[config.mk]
export PLATFORM = sky130hd
export DESIGN_NAME = time_counter
export DESIGN_NICKNAME = d
export VERILOG_FILES = /design/src/rtl/time_counter.sv
export SDC_FILE = /design/constraint.sdc
export NUM_CORES = 1
export LEC_CHECK = 0
export ABC_AREA = 1
export CAP_MARGIN = 20
export CORE_ASPECT_RATIO = 0.7
export CORE_MARGIN = 8
export CORE_UTILIZATION = 40
export DETAILED_ROUTE_END_ITERATION = 7
export DONT_BUFFER_PORTS = 1
export GPL_TIMING_DRIVEN = 0
export PLACE_DENSITY_LB_ADDON = 0.3
export SLEW_MARGIN = 0
export SYNTH_ARGS = -nofsm -noshare
export SYNTH_HDL_FRONTEND = slang
export SYNTH_SLANG_ARGS = --single-unit
[constraint.sdc]
create_clock -name clock -period 4.9 [get_ports clock]
set_input_delay 0.735 -clock clock [delete_from_list [all_inputs] [get_ports clock]]
set_output_delay 0.735 -clock clock [all_outputs]
set_load 0.02 [all_outputs]
[src/rtl/time_counter.sv]
// Current time of day as four BCD digits (HH:MM, 24 h), with range-checked load and a midnight pulse.
// Optional seconds digits are enabled by defining TIME_COUNTER_SECONDS_EN.
module time_counter #(
  parameter int unsigned MAX_HOUR = 23,
  parameter int unsigned MAX_MIN  = 59
) (
  input  logic       clock,
  input  logic       reset,
  input  logic       one_minute,
`ifdef TIME_COUNTER_SECONDS_EN
  input  logic       one_second,
  output logic [3:0] ms_sec,
  output logic [3:0] ls_sec,
`endif
  input  logic       load_new_c,
  input  logic [3:0] new_ms_hr,
  input  logic [3:0] new_ls_hr,
  input  logic [3:0] new_ms_min,
  input  logic [3:0] new_ls_min,
  output logic [3:0] ms_hr,
  output logic [3:0] ls_hr,
  output logic [3:0] ms_min,
  output logic [3:0] ls_min,
  output logic       day_tick,
  output logic       load_err
);

  if (MAX_HOUR < 1 || MAX_HOUR > 23 || MAX_MIN < 1 || MAX_MIN > 59) begin : g_bad_param
    $error("time_counter: MAX_HOUR must be 1..23 and MAX_MIN 1..59");
  end

  localparam logic [7:0] MaxHour = 8'(MAX_HOUR);
  localparam logic [7:0] MaxMin  = 8'(MAX_MIN);

  logic [3:0] ms_hr_q, ms_hr_d;
  logic [3:0] ls_hr_q, ls_hr_d;
  logic [3:0] ms_min_q, ms_min_d;
  logic [3:0] ls_min_q, ls_min_d;
  logic       day_tick_q, day_tick_d;
  logic       load_err_q, load_err_d;

  logic [7:0] cur_hour, cur_min;
  logic [7:0] new_hour, new_min;
  logic       load_ok;

  // Binary views of the BCD digits for range comparisons.
  always_comb begin
    cur_hour = {4'b0000, ms_hr_q} * 8'd10 + {4'b0000, ls_hr_q};
    cur_min  = {4'b0000, ms_min_q} * 8'd10 + {4'b0000, ls_min_q};
    new_hour = {4'b0000, new_ms_hr} * 8'd10 + {4'b0000, new_ls_hr};
    new_min  = {4'b0000, new_ms_min} * 8'd10 + {4'b0000, new_ls_min};
    load_ok  = (new_ms_hr <= 4'd9) && (new_ls_hr <= 4'd9) &&
               (new_ms_min <= 4'd5) && (new_ls_min <= 4'd9) &&
               (new_hour <= MaxHour) && (new_min <= MaxMin);
  end

  always_comb begin
    ms_hr_d    = ms_hr_q;
    ls_hr_d    = ls_hr_q;
    ms_min_d   = ms_min_q;
    ls_min_d   = ls_min_q;
    day_tick_d = 1'b0;
    load_err_d = 1'b0;

    if (load_new_c) begin
      // A coincident one_minute is intentionally discarded.
      if (load_ok) begin
        ms_hr_d  = new_ms_hr;
        ls_hr_d  = new_ls_hr;
        ms_min_d = new_ms_min;
        ls_min_d = new_ls_min;
      end else begin
        load_err_d = 1'b1;
      end
    end else if (one_minute) begin
      if (cur_min >= MaxMin) begin
        ms_min_d = 4'd0;
        ls_min_d = 4'd0;
        if (cur_hour >= MaxHour) begin
          ms_hr_d    = 4'd0;
          ls_hr_d    = 4'd0;
          day_tick_d = 1'b1;
        end else if (ls_hr_q >= 4'd9) begin
          ls_hr_d = 4'd0;
          ms_hr_d = ms_hr_q + 4'd1;
        end else begin
          ls_hr_d = ls_hr_q + 4'd1;
        end
      end else if (ls_min_q >= 4'd9) begin
        ls_min_d = 4'd0;
        ms_min_d = ms_min_q + 4'd1;
      end else begin
        ls_min_d = ls_min_q + 4'd1;
      end
    end
  end

  always_ff @(posedge clock or negedge reset) begin
    if (!reset) begin
      ms_hr_q    <= 4'd0;
      ls_hr_q    <= 4'd0;
      ms_min_q   <= 4'd0;
      ls_min_q   <= 4'd0;
      day_tick_q <= 1'b0;
      load_err_q <= 1'b0;
    end else begin
      ms_hr_q    <= ms_hr_d;
      ls_hr_q    <= ls_hr_d;
      ms_min_q   <= ms_min_d;
      ls_min_q   <= ls_min_d;
      day_tick_q <= day_tick_d;
      load_err_q <= load_err_d;
    end
  end

  assign ms_hr    = ms_hr_q;
  assign ls_hr    = ls_hr_q;
  assign ms_min   = ms_min_q;
  assign ls_min   = ls_min_q;
  assign day_tick = day_tick_q;
  assign load_err = load_err_q;

`ifdef TIME_COUNTER_SECONDS_EN
  logic [3:0] ms_sec_q, ms_sec_d;
  logic [3:0] ls_sec_q, ls_sec_d;

  // Seconds restart on every minute pulse and every load; they never carry into minutes.
  always_comb begin
    ms_sec_d = ms_sec_q;
    ls_sec_d = ls_sec_q;
    if (load_new_c || one_minute) begin
      ms_sec_d = 4'd0;
      ls_sec_d = 4'd0;
    end else if (one_second) begin
      if (ls_sec_q >= 4'd9) begin
        ls_sec_d = 4'd0;
        ms_sec_d = (ms_sec_q >= 4'd5) ? 4'd0 : ms_sec_q + 4'd1;
      end else begin
        ls_sec_d = ls_sec_q + 4'd1;
      end
    end
  end

  always_ff @(posedge clock or negedge reset) begin
    if (!reset) begin
      ms_sec_q <= 4'd0;
      ls_sec_q <= 4'd0;
    end else begin
      ms_sec_q <= ms_sec_d;
      ls_sec_q <= ls_sec_d;
    end
  end

  assign ms_sec = ms_sec_q;
  assign ls_sec = ls_sec_q;
`endif

endmodule

==> metrics.cfg, run 1 <==
[floorplanning]
die_y_um = 83.3
row_count = 24
core_um2 = 6250
dieWidth_um = 112
dieArea_um2 = 9330
start_util_pct = 41.4
ios = 38

[route]
drt-pass1-iter-count = 4
drc = 0
drt-initial-drc-count = 139
vias = 2323
totalWireLength_mm = 6.18
viasPerCell = 4.96
avgRoutedWirePerCell_um = 13.2
ant_nets = 0

[critical_path]
critPathMaxFanout = 10
worstPathRequired_ps = 5100
worstSetupPathType = flip-flop to flip-flop
crit_path_end_kind = flip-flop
cpMaxStageDelayCell = dfrtp_1
path_cells = ha_1 > ha_1 > inv_1 > fa_1 > nor2_2 > nand3_1 > nand3_2 > nand2_2 > nor2_4 > nand4_2 > nand3_4 > nand2_1 > nand2_1
arrival_ps = 3120
critPathMaxStageDelay_ps = 660
critical_path_buf_inv_count = 1
cp_top_family = simple AND/OR/NAND/NOR gates
cp-start-kind = flip-flop

[place]
place_inst = 465
dp_hpwl_mm = 5.07
dpl_cell_area_um2 = 2680
place_congestion = 0.840
io_buffers = 0

[clock_network]
path_clk_slew_ps = 70
post_cts_buffers = 0
ctsResizeCount = 0
worstSkewPairLatency_ps = 250
cts.root.buffer_cell = clkbuf_8
cts_tree = done
hold_buffers = 0
cts_buffers = 3
clk_path_buf_depth = 2
htree_levels = 1
cts_sinks = 18

[timing]
fin_skew_ps = 1.35
finalSetupTns_ps = 0
rsz0062_at_grt = false
period_minus_slack_ps = 2930
tightest_slew_ps = 510
relSlewSlack_pct = 66.0
hold_violations = 0
timing.hold.ws_ps = 170
finalSetupViolCount = 0
period_share_pct = 59.7
clock.fmax_mhz = 342
slew_viol_final = 0

[power]
ir_worst_vdd_mv = 0.148
p_seq_share_pct = 28.9
p_sw_uw = 791
powerDensity_nw_per_um2 = 510
pwr-share-comb_pct = 63.6
swShare_pct = 57.0
p_total_mw = 1.39
intPower_uw = 597
p_leak_nw = 1.53
pwr-share-clk_pct = 7.5

[synthesis]
syn_area_per_cell_um2 = 6.68
ys_async_sr_fraction_pct = 100
netlist_area_um2 = 2580
synth_cell_type_count = 34
synth_cells = 387
ys_seq_area_share_pct = 17.4
synth.ff_latch_count = 18
ys.flop_type = dfrtp_1
synth_nets = 451
synth_edf_count = 0
yosysWarnings = 0

[final_layout]
antenna_cells = 0
drive_gt1_share_pct = 6.67
final_cells = 468
layout_common_cells = nand2_1 (151), inv_1 (46), nand3_1 (40), ha_1 (36), dfrtp_1 (18)
final_nets = 456
area_growth_pct = 5.37
layout_commonest_cell = nand2_1
fin_area_um2 = 2720

[global_route]
grt_pass1_wl_mm = 10.8
grt-ovfl-total = 0
track_usage_pct = 13.7
grt_pass1_vias = 2219
antenna_found_initial = 0
grt_start_max_net_pins = 19

[outcome]
status = complete, no violations

[hold_path]
hold_class = input port to asynchronous set/reset pin

[flow_run]
max-cap-violations = 0

[power groups by stage]
stage | Clock [mW] | Combinational [mW] | Sequential (mW)
2_1_floorplan | 0 | 0.723 | 0.359
3_3_place_gp | 0 | 0.849 | 0.405
3_5_place_dp | 0 | 0.873 | 0.407
4_1_cts | 0.108 | 0.882 | 0.404
5_1_grt | 0.116 | 1.02 | 0.417
6_report | 0.105 | 0.883 | 0.401
[routing by layer]
layer / vias to the layer above / routed length (um) / track usage, %
met5: - / 0 / 0
met3: 2 / 458 / 3.25
li1: 1248 / - / -
met2: 45 / 2390 / 19.7
met1: 1028 / 3290 / 19.9
met4: 0 / 32 / 2.93
[state kept, by name, indices dropped and copies added (netlist names)]
| signal | cells |
|---|---|
| ls_min | 4 |
| load_err | 1 |
| day_tick | 1 |
| ls_hr | 4 |
| ms_hr | 4 |
| ms_min | 4 |
[synthesized netlist by cell type, drive strengths merged, types with 3 or more instances]
cell    instances  share of area (%)
nand2         157                 24
inv            51                7.5
nand3          42                8.8
ha             36                 17
dfrtp          18                 17
nor2           18                3.3
nand4          14                4.2
o21ai          11                2.1
fa              8                6.2
xor2            7                2.4
nand3b          5                1.5
xnor2           5                2.0
a21oi           4               0.77
buf             3                1.1
[per-stage QoR]
step | worst slack [ps] | utilization, %
final | 1970 | 43.6
after global routing | 1740 | 43.6
after CTS | 1950 | 43.6
after detailed placement | 1940 | 42.9
after global placement | 1950 | 42.9
after floorplan | 2150 | -
[path summary, 6_finish.rpt]
path | start | depth (start not counted) | end | slack (ps)
min reg2reg | ls_min[3] | 2 | ls_min[3] | 710
min | reset | 0 | ms_min[3] | 170
max | ms_hr[1] | 13 | ms_hr[1] | 1970
max in group asynchronous | reset | 0 | load_err | 4660
min in group clock | one_minute | 2 | day_tick | 690
max reg2reg | ms_hr[1] | 13 | ms_hr[1] | 1970
[layout make-up]
class / instances / area [um2]
Inverter: 51 / 194
Sequential cell: 18 / 450
Multi-Input combinational cell: 313 / 1910
Clock buffer: 3 / 41.3
Buffer: 5 / 35.0
Tap cell: 78 / 97.6
Fill cell: 653 / 3520
[logic make-up (layout without fill, tap and decap cells)]
group | Yosys count | count (layout) | synth area share [%]
xor gates and xnor gates | 12 | 12 | 4.36
AOI/OAI and AO/OA | 17 | 17 | 3.49
and+or+nand+nor | 240 | 240 | 42.3
buffers and inverters | 56 | 59 | 8.86
DFF | 18 | 18 | 17.4
adders and majority gates | 44 | 44 | 23.6
Note: power is estimated with default switching activity, not from simulation.
==> run 2, diff against run 1 <==
clock period = 2.8 ns   (was 4.9 ns; I/O delays follow)
==> run 2 against run 1 <==
Flip-flop and latch count did not move. Sequential share of layout area fell by 0.44 points. Die area stayed put. Clock skew is 0.94 ps higher. Critical endpoint is now ms_hr[3].
==> metrics.cfg, run 2 (synthesized netlist as in run 1, its figures left out) <==
[route]
viasPerCell = 5.04  ; +1.5%
vias = 2379  ; +2.4%
drt-initial-drc-count = 135  ; -2.9%
ant_nets = 0  ; unchanged
drt-pass1-iter-count = 4  ; unchanged
drc = 0  ; unchanged
avgRoutedWirePerCell_um = 13.6  ; +3.4%
totalWireLength_mm = 6.44  ; +4.3%

[clock_network]
cts.root.buffer_cell = clkbuf_8
cts_sinks = 18  ; unchanged
cts_tree = done
clk_path_buf_depth = 2  ; unchanged
cts_buffers = 3  ; unchanged
path_clk_slew_ps = 70  ; about the same
worstSkewPairLatency_ps = 250  ; about the same
htree_levels = 1  ; unchanged

[timing]
period_minus_slack_ps = 2650  ; -272 ps
hold_violations = 0  ; unchanged
period_share_pct = 94.8  ; +35 points
relSlewSlack_pct = 42.3  ; -24 points
clock.fmax_mhz = 377  ; +10%
finalSetupViolCount = 0  ; unchanged
tightest_slew_ps = 862  ; +353 ps
fin_skew_ps = 2.29  ; +0.943 ps
slew_viol_final = 0  ; unchanged
finalSetupTns_ps = 0  ; unchanged

[global_route]
track_usage_pct = 13.9  ; +0.22 points
grt-ovfl-total = 0  ; unchanged
grt_start_max_net_pins = 19  ; unchanged
grt_pass1_vias = 2240  ; +0.95%
grt_pass1_wl_mm = 11.0  ; +1.5%
antenna_found_initial = 0  ; unchanged

[flow_run]
max-cap-violations = 0  ; unchanged

[final_layout]
area_growth_pct = 10.6
layout_commonest_cell = nand2_1
seqCellArea_um2 = 460  ; +2.2%
final_cells = 472  ; +0.85%
layout_common_cells = nand2_1 (149), inv_1 (44), nand3_1 (39), ha_1 (32), nor2_1 (15)
final_nets = 460  ; +0.88%
antenna_cells = 0  ; unchanged
drive_gt1_share_pct = 12.4  ; +5.8 points
multi_input_area_um2 = 2000  ; +4.9%
n_fill_cell = 634  ; -2.9%

[floorplanning]
dieArea_um2 = 9330  ; unchanged
start_util_pct = 41.4  ; unchanged
ios = 38  ; unchanged
die_y_um = 83.3  ; unchanged
core_um2 = 6250  ; unchanged
dieWidth_um = 112  ; unchanged
row_count = 24  ; unchanged

[critical_path]
worstSetupPathType = flip-flop to flip-flop
critPathMaxFanout = 7  ; -3
arrival_ps = 2850  ; -270 ps
r2r_cells = 15  ; +2
r2r_slack_ps = 150  ; -1830 ps
worstPathRequired_ps = 2990  ; -2110 ps
crit_start = ms_hr[1]
crit_path_end_kind = flip-flop
crit_path_end = ms_hr[3]
r2r-start = ms_hr[1]
r2r-end = ms_hr[3]
cp-start-kind = flip-flop

[power]
p_total_mw = 2.73  ; +97%
powerDensity_nw_per_um2 = 954  ; +87%
ir_worst_vdd_mv = 0.286  ; +93%
p_leak_nw = 1.53  ; +0.29%

[place]
place_congestion = 0.840  ; unchanged
place_inst = 465  ; unchanged
dp_hpwl_mm = 5.07  ; unchanged
io_buffers = 0  ; unchanged

[outcome]
status = complete, no violations

[hold_path]
hold_class = input port to flip-flop

==> run 2: cell types whose count changed in the layout (fill, tap and decap cells not counted), sizes merged <==
| cell | previous run | this run |
|---|---|---|
| nor2 | 18 | 19 |
| buf | 3 | 5 |
| dlygate4sd3 | 0 | 1 |
==> run 2: final cells by class <==
| type | count | share of cell area (%) |
|---|---|---|
| sequential | 18 | 16.1 |
| tap | 78 | 3.41 |
| inverter | 51 | 6.78 |
| multi-input combinational | 314 | 69.9 |
| buffer | 5 | 1.36 |
| timing repair buffer | 3 | 1.01 |
| clock buffer | 3 | 1.44 |
==> run 2: per-stage QoR <==
stage	util, %	setup WS, ps	hold slack [ps]	area (um2)
finish	45.8	145	372	2860
global route	45.8	-17.4	366	2860
CTS	44.0	12.1	365	2750
detailed placement	42.9	-146	125	2680
global placement	42.9	-91.3	125	2680
floorplan	-	170	124	2580
==> run 2: report_power, final <==
part | internal, mW | switching [mW] | total, mW
clock network | 0.0957 | 0.0889 | 0.185
registers | 0.362 | 0.362 | 0.724
logic | 0.752 | 1.07 | 1.82
==> run 2: how the worst min path moves through the flow <==
| stage | slack, ps | from | to | depth (start not counted) |
|---|---|---|---|---|
| floorplan | 120 | reset | day_tick | 0 |
| global placement | 130 | reset | ls_min[2] | 0 |
| detailed placement | 130 | reset | ls_min[1] | 0 |
| CTS | 360 | one_minute | day_tick | 2 |
| global route | 370 | one_minute | day_tick | 2 |
| finish | 370 | new_ls_min[0] | ls_min[0] | 4 |
==> run 2: timing repair <==
action / in CTS / in global routing
hold endpoints to repair: 18 / 0
buffers inserted: 0 / 2
hold buffers: 1 / 0
cloned: 1 / 0
pin swaps: 1 / 17
setup endpoints to repair: 13 / 17
gates resized for setup: 4 / 24
==> run 2: worst max-delay path, cell delays in order, from the launching register on <==
cell and delay (ps):
dfrtp_2 520, ha_4 320, ha_4 120, inv_2 30, fa_2 590, inv_2 70, nand3_2 50, nand2_1 40
nand2_1 70, nand2_2 100, nor2_4 200, buf_6 120, nand4_1 70, nand2_1 90, nand4_1 90, nand2_1 90
==> run 2: per-layer routing <==
layer | wire length [um] | global-route usage [%]
met3 | 406 | 3.18
met2 | 2650 | 19.9
met5 | 0 | 0
met1 | 3350 | 20.4
met4 | 28 | 2.93
